**src/rtl/time_keeper.sv**
```systemverilog
// time_keeper: BCD hh:mm:ss clock with RUN / SET_HR / SET_MIN modes.
// slow_clk supplies TICKS_PER_SEC rising edges per second. Every asynchronous
// input passes through a two-flop synchronizer, and a third flop detects edges.
// Optional build macro TWELVE_HOUR_EN selects 12-hour mode (hours 01..12 plus a
// PM flag). When the macro is undefined, hours run 00..23 and pm stays 0.
module time_keeper #(
    parameter int TICKS_PER_SEC = 4
) (
    input  logic       clk_in,
    input  logic       rst_n,
    input  logic       slow_clk,
    input  logic       mode_btn,
    input  logic       up_btn,
    output logic [7:0] hr_bcd,
    output logic [7:0] min_bcd,
    output logic [7:0] sec_bcd,
    output logic [1:0] set_mode,
    output logic       blink,
    output logic       pm
);

    typedef enum logic [1:0] {
        RUN     = 2'b00,
        SET_HR  = 2'b01,
        SET_MIN = 2'b10
    } mode_e;

`ifdef TWELVE_HOUR_EN
    localparam logic [7:0] HR_RESET = 8'h12;
`else
    localparam logic [7:0] HR_RESET = 8'h00;
`endif
    localparam logic [3:0] CNT_LAST = 4'(TICKS_PER_SEC - 1);

    // Bit 0 is the first sync stage, bit 1 the second, bit 2 the previous synced value.
    logic [2:0] slow_sh_q, mode_sh_q, up_sh_q;
    // fill_q marks when the sync chain holds real samples. armed_q is set once
    // slow_clk has been seen low, so a level that is already high at reset
    // release does not produce a tick.
    logic [1:0] fill_q;
    logic       armed_q;
    logic       tick, mode_edge, up_edge, up_ev, tick_ev;

    mode_e      mode_q, mode_d;
    logic [7:0] hr_q, hr_d, min_q, min_d, sec_q, sec_d;
    logic [3:0] cnt_q, cnt_d;
    logic       blink_q, blink_d, pm_q, pm_d;

    // Two-digit BCD increment with no range wrap. The caller handles wrapping.
    function automatic logic [7:0] bcd_inc(input logic [7:0] v);
        if (v[3:0] == 4'd9) return {v[7:4] + 4'd1, 4'd0};
        else                return {v[7:4], v[3:0] + 4'd1};
    endfunction

    // Hour step over the legal hour range of the selected build.
    function automatic logic [7:0] hr_inc(input logic [7:0] v);
`ifdef TWELVE_HOUR_EN
        return (v == 8'h12) ? 8'h01 : bcd_inc(v);
`else
        return (v == 8'h23) ? 8'h00 : bcd_inc(v);
`endif
    endfunction

    // Synchronize the asynchronous inputs and keep the previous value for edge detection.
    always_ff @(posedge clk_in or negedge rst_n) begin
        if (!rst_n) begin
            slow_sh_q <= '0;
            mode_sh_q <= '0;
            up_sh_q   <= '0;
            fill_q    <= '0;
            armed_q   <= 1'b0;
        end else begin
            slow_sh_q <= {slow_sh_q[1:0], slow_clk};
            mode_sh_q <= {mode_sh_q[1:0], mode_btn};
            up_sh_q   <= {up_sh_q[1:0], up_btn};
            fill_q    <= {fill_q[0], 1'b1};
            armed_q   <= armed_q | (fill_q[1] & ~slow_sh_q[1]);
        end
    end

    assign tick      = armed_q & slow_sh_q[1] & ~slow_sh_q[2];
    assign mode_edge = mode_sh_q[1] & ~mode_sh_q[2];
    assign up_edge   = up_sh_q[1] & ~up_sh_q[2];
    // Event priority: mode beats up, and up beats tick. A lower-priority event in the same cycle is dropped.
    assign up_ev     = up_edge & ~mode_edge;
    assign tick_ev   = tick & ~mode_edge & ~up_edge;

    // Next-state logic for the mode FSM, the time fields and blink.
    always_comb begin
        mode_d  = mode_q;
        hr_d    = hr_q;
        min_d   = min_q;
        sec_d   = sec_q;
        cnt_d   = cnt_q;
        blink_d = blink_q;
        pm_d    = pm_q;
        case (mode_q)
            RUN: begin
                if (mode_edge) begin
                    mode_d  = SET_HR;
                    blink_d = 1'b0;
                end else if (tick_ev) begin
                    if (cnt_q == CNT_LAST) begin
                        cnt_d = 4'd0;
                        if (sec_q == 8'h59) begin
                            sec_d = 8'h00;
                            if (min_q == 8'h59) begin
                                min_d = 8'h00;
                                hr_d  = hr_inc(hr_q);
`ifdef TWELVE_HOUR_EN
                                if (hr_q == 8'h11) pm_d = ~pm_q;
`endif
                            end else begin
                                min_d = bcd_inc(min_q);
                            end
                        end else begin
                            sec_d = bcd_inc(sec_q);
                        end
                    end else begin
                        cnt_d = cnt_q + 4'd1;
                    end
                end
            end
            SET_HR: begin
                if (mode_edge) begin
                    mode_d  = SET_MIN;
                    blink_d = 1'b0;
                end else if (up_ev || (tick_ev && up_sh_q[1])) begin
                    hr_d = hr_inc(hr_q);
`ifdef TWELVE_HOUR_EN
                    if (hr_q == 8'h11) pm_d = ~pm_q;
`endif
                end
                if (!mode_edge && tick_ev) blink_d = ~blink_q;
            end
            default: begin
                if (mode_edge) begin
                    mode_d  = RUN;
                    sec_d   = 8'h00;
                    cnt_d   = 4'd0;
                    blink_d = 1'b0;
                end else if (up_ev || (tick_ev && up_sh_q[1])) begin
                    min_d = (min_q == 8'h59) ? 8'h00 : bcd_inc(min_q);
                end
                if (!mode_edge && tick_ev) blink_d = ~blink_q;
            end
        endcase
    end

    // State registers. Reset abandons any set or cascade operation in progress.
    always_ff @(posedge clk_in or negedge rst_n) begin
        if (!rst_n) begin
            mode_q  <= RUN;
            hr_q    <= HR_RESET;
            min_q   <= 8'h00;
            sec_q   <= 8'h00;
            cnt_q   <= 4'd0;
            blink_q <= 1'b0;
            pm_q    <= 1'b0;
        end else begin
            mode_q  <= mode_d;
            hr_q    <= hr_d;
            min_q   <= min_d;
            sec_q   <= sec_d;
            cnt_q   <= cnt_d;
            blink_q <= blink_d;
            pm_q    <= pm_d;
        end
    end

    assign hr_bcd   = hr_q;
    assign min_bcd  = min_q;
    assign sec_bcd  = sec_q;
    assign set_mode = mode_q;
    assign blink    = blink_q;
    assign pm       = pm_q;

endmodule

```
**config.mk**
```make
export PLATFORM = sky130hd
export DESIGN_NAME = time_keeper
export DESIGN_NICKNAME = d
export VERILOG_FILES = /design/src/rtl/time_keeper.sv
export SDC_FILE = /design/constraint.sdc
export NUM_CORES = 1
export LEC_CHECK = 0
export BUFFER_PORTS_ARGS = -buffer_cell sky130_fd_sc_hd__buf_2
export CORE_MARGIN = 5
export CORE_UTILIZATION = 50
export CTS_CLUSTER_SIZE = 40
export DETAILED_ROUTE_END_ITERATION = 7
export PLACE_DENSITY = 0.71
export SLEW_MARGIN = 20
export SYNTH_ARGS = -nofsm -noshare
export SYNTH_HDL_FRONTEND = slang
export SYNTH_SLANG_ARGS = --single-unit
```
**constraint.sdc**
```tcl
create_clock -name clk_in -period 3.2 [get_ports clk_in]
set_clock_uncertainty 0.2 [all_clocks]
set_input_delay 0.64 -clock clk_in [delete_from_list [all_inputs] [get_ports clk_in]]
set_output_delay 0.64 -clock clk_in [all_outputs]
set_load 0.05 [all_outputs]
```
==> results.ini, run 1 <==
[sta]
max_clock_freq_mhz = 378
whs_ns = 0.154
timing.final.crit_period_ns = 2.64
max-slew-margin-rel_pct = 38.3
drv_slew = 0
min_period_over_period_pct = 82.6
setup_tns_ns = 0
rsz0062_at_grt = no
final_hold_viol_count = 0
setup_viol = 0
tightestPinTransition_ns = 0.926

[hold_path]
hold_class = register to register
min_from = fill_q[0]$_DFF_PN0_
holdPathEnd = fill_q[1]$_DFF_PN0_
holdPathStages = 0

[floorplanning]
io_pins = 33
die_h_um = 77.2
die_width_um = 77.2
fp.coreArea_um2 = 4380
rows = 24
die_area_um2 = 5960
start_util_pct = 51.5

[setup_path]
regToRegSetupSlack_ns = 0.56
critPathMaxFanout = 10
crit_path_start_kind = register
crit_start = cnt_q[0]$_DFFE_PN0P_
cp_data_arrival_time_ns = 2.64
worstSetupEndpointType = register
timing.rr.end = min_bcd[7]$_DFFE_PN0P_
r2r-start = cnt_q[0]$_DFFE_PN0P_
worst_ep_required_time_ns = 3.19
worstSetupPathType = register to register
ff2ff_path_depth = 6

[placed_design]
postPlaceCellArea_um2 = 2450
io_buffer_count = 31
dp_hpwl_um = 3050
gp_congestion = 0.797

[yosys]
synth-main-ff-cell = dfrtp_1
syn-instance-count = 201
async_flop_share_pct = 100
synth_area_leaders = dfrtp_1 48%, ha_1 7.2%, o21ai_0 3.3%
synth_edf_count = 0
ys_seq_elements = 43
yosys.area.top_type = dfrtp_1
syn_nets = 219
yosysSeqAreaShare_pct = 47.6
ys_warn_count = 0
syn_avg_cell_area_um2 = 11.2
ys_types = 56
netlist_area_um2 = 2260
synth_top_area_share_pct = 47.6

[cells_and_area]
diodes = 0
fillCellCount = 383
final_cell_area_um2 = 2560
area_growth_pct = 13.4
final_common_cell = dfrtp_1
layout_common_cells = 43 x dfrtp_1, 31 x buf_2, 15 x o21ai_0
fin_util_pct = 58.4
finalNetCount = 254
drive_gt1_share_pct = 25.7

[pwr]
p_per_area_nw_per_um2 = 692
leakage_nw = 1.23
switching_power_uw = 734
intPower_mw = 1.04
vdd_drop_max_v = 0.000484
seq_power_share_pct = 41.4
pwr-share-clk_pct = 24.7
swShare_pct = 41.4
p_comb_share_pct = 33.9

[clocking]
clock_sinks = 43
clockBufferDepth = 2
h-tree-depth = 2
ctsResizeCount = 0
clock_latency_ns = 0.31
cts_root_buf = clkbuf_8
post_cts_buffers = 0
hold_buffers = 0
tritoncts = yes
clk_pin_slew_ns = 0.09
cts_buffers = 5

[detailed_routing]
routed-via-count = 1608
route.detailed.drc = 0
wl_per_cell_um = 14.3
drt-initial-drc-count = 58
drt_first_pass_iters = 4
vias_per_cell = 5.56
drtAntennaViolNets = 0
wirelength_um = 4140

[outcome]
status = complete, no violations

[global_routing]
antenna_found_initial = 0
grt_pass1_wl_um = 7280
grt_overflow = 0
grt_max_degree = 44
grt_use_total_pct = 15.0
first_global_vias = 1575

[flow_run]
cap_violations = 0

[stage by stage]
step	instances	power (mW)	setup slack, ns
global placement	281	1.34	0.650
finish	289	1.77	0.557
floorplan	201	1.22	0.583
detailed placement	281	1.35	0.571
global route	289	1.89	0.335
CTS	289	1.79	0.554
[layout make-up]
class / count / area [um2] / area share, %
inverters: 8 / 30.0 / 1.17
multi-input cells: 146 / 1110 / 43.4
repair buffers: 32 / 163 / 6.35
well taps: 52 / 65.1 / 2.54
clock inverters: 3 / 47.5 / 1.86
clock buffers: 5 / 68.8 / 2.69
flip-flops and latches: 43 / 1080 / 42.0
[Yosys cell counts, types with 2 or more instances]
cell / instances
nand3b_1: 5
buf_6: 3
xor2_1: 2
nor2_1: 11
ha_1: 13
o41ai_1: 2
nor3b_1: 2
nor4_1: 2
conb_1: 2
a21oi_1: 2
nor3_1: 5
mux2_4: 2
or3_1: 2
nand2b_1: 2
o21ai_0: 15
dfrtp_1: 43
xnor2_1: 2
o21ai_1: 2
nand2_1: 14
and2_1: 3
inv_1: 8
a22oi_1: 2
a21o_1: 6
nand3_1: 8
o31ai_1: 9
nor2b_1: 4
[power groups by stage]
| stage | combinational, mW | clock [mW] | sequential, mW |
|---|---|---|---|
| detailed placement | 0.607 | 0 | 0.745 |
| CTS | 0.608 | 0.451 | 0.734 |
| global placement | 0.595 | 0 | 0.741 |
| global route | 0.664 | 0.473 | 0.755 |
| finish | 0.601 | 0.438 | 0.734 |
| floorplan | 0.280 | 0 | 0.938 |
[state kept, by name, indices dropped and copies added (netlist names)]
signal and cells:
up_sh_q 3, set_mode 2, slow_sh_q 3, sec_bcd 8, mode_sh_q 3, armed_q 1
cnt_q 4, fill_q 2, hr_bcd 8, blink 1, min_bcd 8
[layer usage]
metal / global-route usage, % / vias to the layer above / wire length (um)
li1: - / 797 / -
met2: 23.5 / 24 / 1930
met4: 5.67 / 0 / 72
met1: 19.6 / 780 / 1950
met5: 0 / - / 0
met3: 4.57 / 7 / 181
[worst max-delay path by stage]
| stage | to | slack, ns | cells after the start |
|---|---|---|---|
| after floorplan | hr_bcd[4]$_DFFE_PN0P_ | 0.58 | 6 |
| after global placement | min_bcd[7]$_DFFE_PN0P_ | 0.65 | 6 |
| after detailed placement | min_bcd[7]$_DFFE_PN0P_ | 0.57 | 6 |
| after CTS | min_bcd[7]$_DFFE_PN0P_ | 0.55 | 6 |
| after global routing | min_bcd[7]$_DFFE_PN0P_ | 0.34 | 6 |
| final | min_bcd[7]$_DFFE_PN0P_ | 0.56 | 6 |
[critical path, stage by stage (launching register included)]
cell and delay, ns:
dfrtp_1 0.41, ha_1 0.22, or3b_4 0.44, o31ai_1 0.29, o211ai_1 0.33, nor3_1 0.28, mux2_2 0.35
[kinds of logic (layout without fill, tap and decap cells)]
group                    Yosys count  count (layout)  share of synthesized area (%)
buffers and inverters             12              48                           3.16
other                              2               2                          0.332
XOR/XNOR                           4               4                           1.55
AO/OA/AOI/OAI                     47              47                           15.6
AND/OR/NAND/NOR                   77              77                           22.7
flip-flops                        43              43                           47.6
adder cells (fa/ha/maj)           13              13                           7.20
multiplexers                       3               3                           1.83
Note: power is estimated with default switching activity, not from simulation.
==> run 2: changes to the inputs <==
ABC_AREA = 1   (was unset)
PLACE_DENSITY = 0.74   (was 0.71)
clock period = 2.23 ns   (was 3.2 ns; I/O delays follow)
==> run 2 against run 1 <==
  * The run now ends with hold timing left
  * Cell area up 5.7%
  * Synthesized cell count up 45%
  * Clock-buffer cell count did not move
  * Critical path depth rose by 3
  * Routed wire length increased by 13%
  * Area after synthesis grew 4.9%
  * Clock power grew 42%
  * Sequential share of layout area decreased by 2.3 points
  * Power up 54%
  * Sequential cell count unchanged
==> results.ini, run 2 <==
[outcome]
status = finished, violations left
violations = hold timing

[detailed_routing]
drt-initial-drc-count = 107  ; +84%
drt_first_pass_iters = 4  ; unchanged
routed-via-count = 1963  ; +22%
wl_per_cell_um = 12.1  ; -15%
wirelength_um = 4660  ; +13%
drtAntennaViolNets = 0  ; unchanged
route.detailed.drc = 0  ; unchanged
vias_per_cell = 5.11  ; -8.1%

[yosys]
ys_types = 31  ; -45%
synth-main-ff-cell = dfrtp_1
netlist_area_um2 = 2370  ; +4.9%
synthTopCellsByCount = 87 x nand2_1, 43 x dfrtp_1, 28 x nand3_1
synth_area_leaders = dfrtp_1 45%, nand2_1 14%, ha_1 6.9%
ys_warn_count = 0  ; unchanged
syn_nets = 309  ; +41%
yosysMostFrequentCell = nand2_1
yosys.area.top_type = dfrtp_1
async_flop_share_pct = 100  ; unchanged
yosysSeqAreaShare_pct = 45.4  ; -2.2 points
ys_seq_elements = 43  ; unchanged
synth_edf_count = 0  ; unchanged
syn_avg_cell_area_um2 = 8.15  ; -28%
syn-instance-count = 291  ; +45%
synth_top_area_share_pct = 45.4  ; -2.2 points

[clocking]
clock_sinks = 43  ; unchanged
clock_latency_ns = 0.30  ; about the same
clockBufferDepth = 2  ; unchanged
h-tree-depth = 2  ; unchanged
post_cts_buffers = 0  ; unchanged
cts_buffers = 5  ; unchanged
clk_pin_slew_ns = 0.09  ; about the same
ctsResizeCount = 0  ; unchanged
cts_root_buf = clkbuf_8
hold_buffers = 0  ; unchanged
tritoncts = yes

[sta]
min_period_over_period_pct = 87.0  ; +4.4 points
tightestPinTransition_ns = 0.543  ; -0.382 ns
worst_slack_ns = 0.290  ; -0.267 ns
final_hold_viol_count = 4  ; +4
max-slew-margin-rel_pct = 63.8  ; +25 points
setup_viol = 0  ; unchanged
setup_tns_ns = 0  ; unchanged
max_clock_freq_mhz = 515  ; +36%
drv_slew = 0  ; unchanged
rsz0062_at_grt = no
timing.final.crit_period_ns = 1.94  ; -0.703 ns
whs_ns = -0.00170  ; -0.156 ns

[global_routing]
antenna_found_initial = 0  ; unchanged
grt_use_total_pct = 16.2  ; +1.1 points
grt_max_degree = 44  ; unchanged
grt_overflow = 0  ; unchanged
grt_pass1_wl_um = 8010  ; +10%
first_global_vias = 1807  ; +15%

[setup_path]
worstSetupPathType = register to register
cp_data_arrival_time_ns = 1.98  ; -0.66 ns
crit_path_start_kind = register
path_delay_family = simple AND/OR/NAND/NOR gates
worstSetupEndpointType = register
cp_slowest_cell = dfrtp_1
max_stage_delay_ns = 0.48  ; +0.04 ns
worst_ep_required_time_ns = 2.27  ; -0.92 ns
worst-path-buf-inv = 1  ; +1
critPathMaxFanout = 7  ; -3
path_cells = ha_1 -> nand2_1 -> nor2_2 -> inv_2 -> nor2_1 -> nand3_1 -> nor2_2 -> nand2_1 -> nand2_1
cpMostUsedCell = nand2_1

[floorplanning]
fp.coreArea_um2 = 4660  ; +6.3%
die_h_um = 78.9  ; +2.1%
die_area_um2 = 6220  ; +4.3%
rows = 25  ; +4.2%
die_width_um = 78.9  ; +2.1%
io_pins = 33  ; unchanged
start_util_pct = 50.9  ; -0.67 points

[cells_and_area]
area_growth_pct = 14.2
fillCellCount = 428  ; +12%
layout_common_cells = 87 x nand2_1, 43 x dfrtp_1, 31 x buf_2
final_cell_area_um2 = 2710  ; +5.7%
post_layout_nonfiller_instances = 384  ; +33%
final_common_cell = nand2_1
diodes = 0  ; unchanged
finalNetCount = 347  ; +37%
drive_gt1_share_pct = 18.8  ; -7.0 points

[pwr]
vdd_drop_max_v = 0.000483  ; about the same
p_per_area_nw_per_um2 = 1010  ; +46%
leakage_nw = 1.44  ; +17%

[placed_design]
dp_hpwl_um = 3430  ; +12%
gp_congestion = 0.784  ; -1.5%
dp_cells = 376  ; +34%
postPlaceCellArea_um2 = 2590  ; +6.0%
place_ws_ns = 0.297  ; -0.274 ns
io_buffer_count = 31  ; unchanged

[flow_run]
cap_violations = 0  ; unchanged

[hold_path]
hold_class = input port to async pin

-- run 2: logic make-up (layout without fill, tap and decap cells) --
group | count (synthesis) | count (layout) | share of synthesized area, %
AND/OR/NAND/NOR | 171 | 171 | 33.3
flip-flops | 43 | 43 | 45.4
buffers and inverters | 29 | 68 | 5.12
AO/OA/AOI/OAI | 22 | 22 | 4.96
adder cells (fa/ha/maj) | 13 | 13 | 6.86
XOR/XNOR | 11 | 11 | 4.06
other | 2 | 2 | 0.317
-- run 2: metal layers --
layer / vias up / global-route usage (%) / part of all wire [%]
li1: 1009 / - / -
met1: 913 / 20.5 / 46
met2: 39 / 27.0 / 49
met3: 2 / 4.08 / 4.7
met4: 0 / 5.67 / 0.54
met5: - / 0 / 0
-- run 2: stage by stage --
| stage | util [%] | total power, mW | hold WS [ns] |
|---|---|---|---|
| 2_1_floorplan | - | 1.89 | -0.0496 |
| 3_3_place_gp | 55.6 | 2.11 | 0.132 |
| 3_5_place_dp | 55.6 | 2.13 | 0.137 |
| 4_1_cts | 58.1 | 2.76 | 0.0200 |
| 5_1_grt | 58.1 | 2.93 | 0.0238 |
| 6_report | 58.1 | 2.73 | -0.00170 |
-- run 2: final cells by class --
class	count	area, um2	share of cell area, %
multi-input cells	219	1170	43.3
clock inverters	3	46.3	1.71
inverters	26	97.6	3.60
flip-flops and latches	43	1080	39.7
well taps	54	67.6	2.50
clock buffers	5	68.8	2.54
repair buffers	34	178	6.56
-- run 2: path summary, 6_finish.rpt --
check | endpoint | depth (start not counted) | startpoint | slack (ns)
max reg2reg | min_bcd[4]$_DFFE_PN0P_ | 9 | min_bcd[0]$_DFFE_PN0P_ | 0.29
min in group clk_in | slow_sh_q[0]$_DFF_PN0_ | 1 | slow_clk | 0.05
max | min_bcd[4]$_DFFE_PN0P_ | 9 | min_bcd[0]$_DFFE_PN0P_ | 0.29
max in group asynchronous | set_mode[0]$_DFFE_PN0P_ | 2 | rst_n | 1.44
min reg2reg | mode_sh_q[1]$_DFF_PN0_ | 0 | mode_sh_q[0]$_DFF_PN0_ | 0.15
min | hr_bcd[6]$_DFFE_PN0P_ | 2 | rst_n | -0.002
-- run 2: worst reg2reg max path: stages, from the launching register on --
cell	delay (ns)
dfrtp_1	0.48
ha_1	0.19
nand2_1	0.06
nor2_2	0.23
inv_2	0.10
nor2_1	0.12
nand3_1	0.17
nor2_2	0.20
nand2_1	0.08
nand2_1	0.06
-- run 2: where the power goes --
part	switching, mW	internal [mW]	leakage (nW)	total, mW
clock	0.283	0.337	0.0548	0.621
sequential	0.148	0.888	0.559	1.04
combinational	0.783	0.294	0.825	1.08
total	1.21	1.52	1.44	2.73
==> run 3: changes to the inputs <==
ABC_AREA = 0   (was 1)
==> run 3 against run 2 <==
  * The flow finishes with violations (setup timing)
  * Clock-buffer cell count is the same
  * Setup slack lost 0.33 ns
  * Core utilization increased by 8.7 points
  * Via count down 9.3%
  * Clock power is 19% higher
  * Critical endpoint is now min_bcd[2]$_DFFE_PN0P_
  * Worst hold slack better by 0.052 ns
  * Cell count shrank 16%
  * Register-to-register slack lost 0.33 ns
==> results.ini, run 3 (synthesized netlist as in run 1, its figures left out) <==
[outcome]
status = finished, violations left
violations = setup timing

[placed_design]
io_buffer_count = 31  ; unchanged
gp_congestion = 0.827  ; +5.4%
dp_hpwl_um = 3380  ; -1.4%

[floorplanning]
fp.coreArea_um2 = 4380  ; -5.9%
start_util_pct = 51.5  ; +0.67 points
die_area_um2 = 5960  ; -4.1%
die_h_um = 77.2  ; -2.1%
io_pins = 33  ; unchanged
die_width_um = 77.2  ; -2.1%
rows = 24  ; -4.0%

[detailed_routing]
wirelength_um = 4830  ; +3.7%
wl_per_cell_um = 14.9  ; +23%
drt-initial-drc-count = 133  ; +24%
drt_first_pass_iters = 5  ; +1
routed-via-count = 1780  ; -9.3%
route.detailed.drc = 0  ; unchanged
drtAntennaViolNets = 0  ; unchanged
vias_per_cell = 5.51  ; +7.8%

[setup_path]
crit_path_start_kind = register
worstSetupPathType = register to register
cp_data_arrival_time_ns = 2.31  ; +0.33 ns
critPathMaxFanout = 6  ; -1
regToRegSetupSlack_ns = -0.04  ; -0.33 ns
worstSetupEndpointType = register
worst_ep_required_time_ns = 2.27  ; about the same

[clocking]
clock_latency_ns = 0.30  ; about the same
clock_sinks = 43  ; unchanged
tritoncts = yes
clk_pin_slew_ns = 0.09  ; about the same
h-tree-depth = 2  ; unchanged
cts_root_buf = clkbuf_8
cts_buffers = 5  ; unchanged
clockBufferDepth = 2  ; unchanged

[cells_and_area]
final_common_cell = buf_4
area_growth_pct = 29.6
finalNetCount = 288  ; -17%
fillCellCount = 323  ; -25%
drive_gt1_share_pct = 43.5  ; +25 points
layout_common_cells = 33 x buf_4, 32 x buf_2, 28 x dfrtp_1
diodes = 0  ; unchanged

[pwr]
finalPower_mw = 2.91  ; +6.6%
leakage_nw = 1.39  ; -3.7%
vdd_drop_max_v = 0.000708  ; +46%
switching_power_mw = 1.14  ; -6.1%
swShare_pct = 39.1  ; -5.3 points
seq_power_share_pct = 35.8  ; -2.1 points
p_comb_share_pct = 38.8  ; -0.6 points
p_per_area_nw_per_um2 = 996  ; -1.4%
pwr-share-clk_pct = 25.5  ; +2.8 points
intPower_mw = 1.77  ; +17%

[global_routing]
grt_overflow = 0  ; unchanged
antenna_found_initial = 0  ; unchanged
grt_max_degree = 18  ; -59%
first_global_vias = 1693  ; -6.3%
grt_use_total_pct = 15.8  ; -0.35 points
grt_pass1_wl_um = 7830  ; -2.2%

[sta]
drv_slew = 0  ; unchanged
rsz0062_at_grt = yes
whs_ns = 0.0499  ; +0.0516 ns
min_period_over_period_pct = 102  ; +15 points
final_hold_viol_count = 0  ; -4
max_clock_freq_mhz = 440  ; -15%
timing.final.crit_period_ns = 2.27  ; +0.333 ns
worst_slack_ns = -0.0429  ; -0.333 ns
setup_viol = 3  ; +3

[hold_path]
hold_class = input port to register

[flow_run]
cap_violations = 0  ; unchanged

==> run 3: changes by cell type in the layout (fill, tap and decap cells not counted), moves of 5 or more <==
cell / before / now
buf_4: 3 / 33
dfrtp_2: 0 / 15
nor2_1: 26 / 10
dfrtp_1: 43 / 28
o31ai_1: 1 / 6
inv_1: 23 / 7
nand3_1: 28 / 8
nand2_1: 87 / 14
nand4_1: 9 / 1
a21o_1: 0 / 6
nor2_2: 6 / 1
==> run 3: cell type report <==
class                      instances  area [um2]  share of cell area [%]
timing repair buffer              66         418                    14.3
clock inverter                     3        71.3                    2.44
inverter                           8        30.0                    1.03
multi-input combinational        146        1180                    40.3
sequential                        43        1090                    37.4
clock buffer                       5        68.8                    2.35
tap                               52        65.1                    2.22
==> run 3: stage by stage <==
step | std cells | setup slack [ns] | setup TNS [ns] | instance area (um2) | utilization (%)
2_1_floorplan | 201 | -0.161 | -0.342 | 2310 | -
3_3_place_gp | 304 | 0.0224 | 0 | 2670 | 60.8
6_report | 323 | -0.0429 | -0.0590 | 2930 | 66.8
4_1_cts | 317 | -0.00541 | -0.00541 | 2850 | 65.1
3_5_place_dp | 304 | -0.0368 | -0.0368 | 2670 | 60.8
5_1_grt | 323 | -0.110 | -0.465 | 2930 | 66.8
==> run 3: path summary, 6_finish.rpt <==
| check | startpoint | end | depth (start not counted) |
|---|---|---|---|
| hold / removal | up_btn | up_sh_q[0]$_DFF_PN0_ | 1 |
| setup reg to reg | cnt_q[0]$_DFFE_PN0P_ | min_bcd[2]$_DFFE_PN0P_ | 7 |
| min in group asynchronous | rst_n | min_bcd[2]$_DFFE_PN0P_ | 2 |
| max in group asynchronous | rst_n | hr_bcd[0]$_DFFE_PN0P_ | 3 |
| setup / recovery | cnt_q[0]$_DFFE_PN0P_ | min_bcd[2]$_DFFE_PN0P_ | 7 |
| hold reg to reg | fill_q[0]$_DFF_PN0_ | fill_q[1]$_DFF_PN0_ | 0 |
==> run 3: timing repair <==
item	4_1_cts	5_1_grt
buffers inserted	3	6
endpoints found under the hold margin	12	0
gates cloned	1	0
resized for setup	1	8
hold buffers	1	0
pin swaps	0	6
setup endpoints to repair	1	17
==> run 3: worst max-delay path: stages, from the launching register on <==
cell and delay [ns]:
dfrtp_1 0.38, ha_2 0.18, or3b_4 0.44, o31ai_4 0.19, o211ai_1 0.17, buf_4 0.20
or3_1 0.34, o21ai_1 0.11
==> run 3: routing by layer <==
layer | track usage, % | wire length (um) | part of all wire (%)
met1 | 21.1 | 2130 | 44
met2 | 25.8 | 2410 | 50
met3 | 3.28 | 201 | 4.2
met4 | 4.81 | 87 | 1.8
met5 | 0 | 0 | 0
==> run 3: power groups by stage <==
stage	Combinational (mW)	Sequential (mW)	Clock, mW
final	1.13	1.04	0.742
after global routing	1.21	1.07	0.795
after CTS	1.06	1.04	0.760
after detailed placement	1.03	1.05	0
after global placement	1.01	1.05	0
after floorplan	0.406	1.37	0
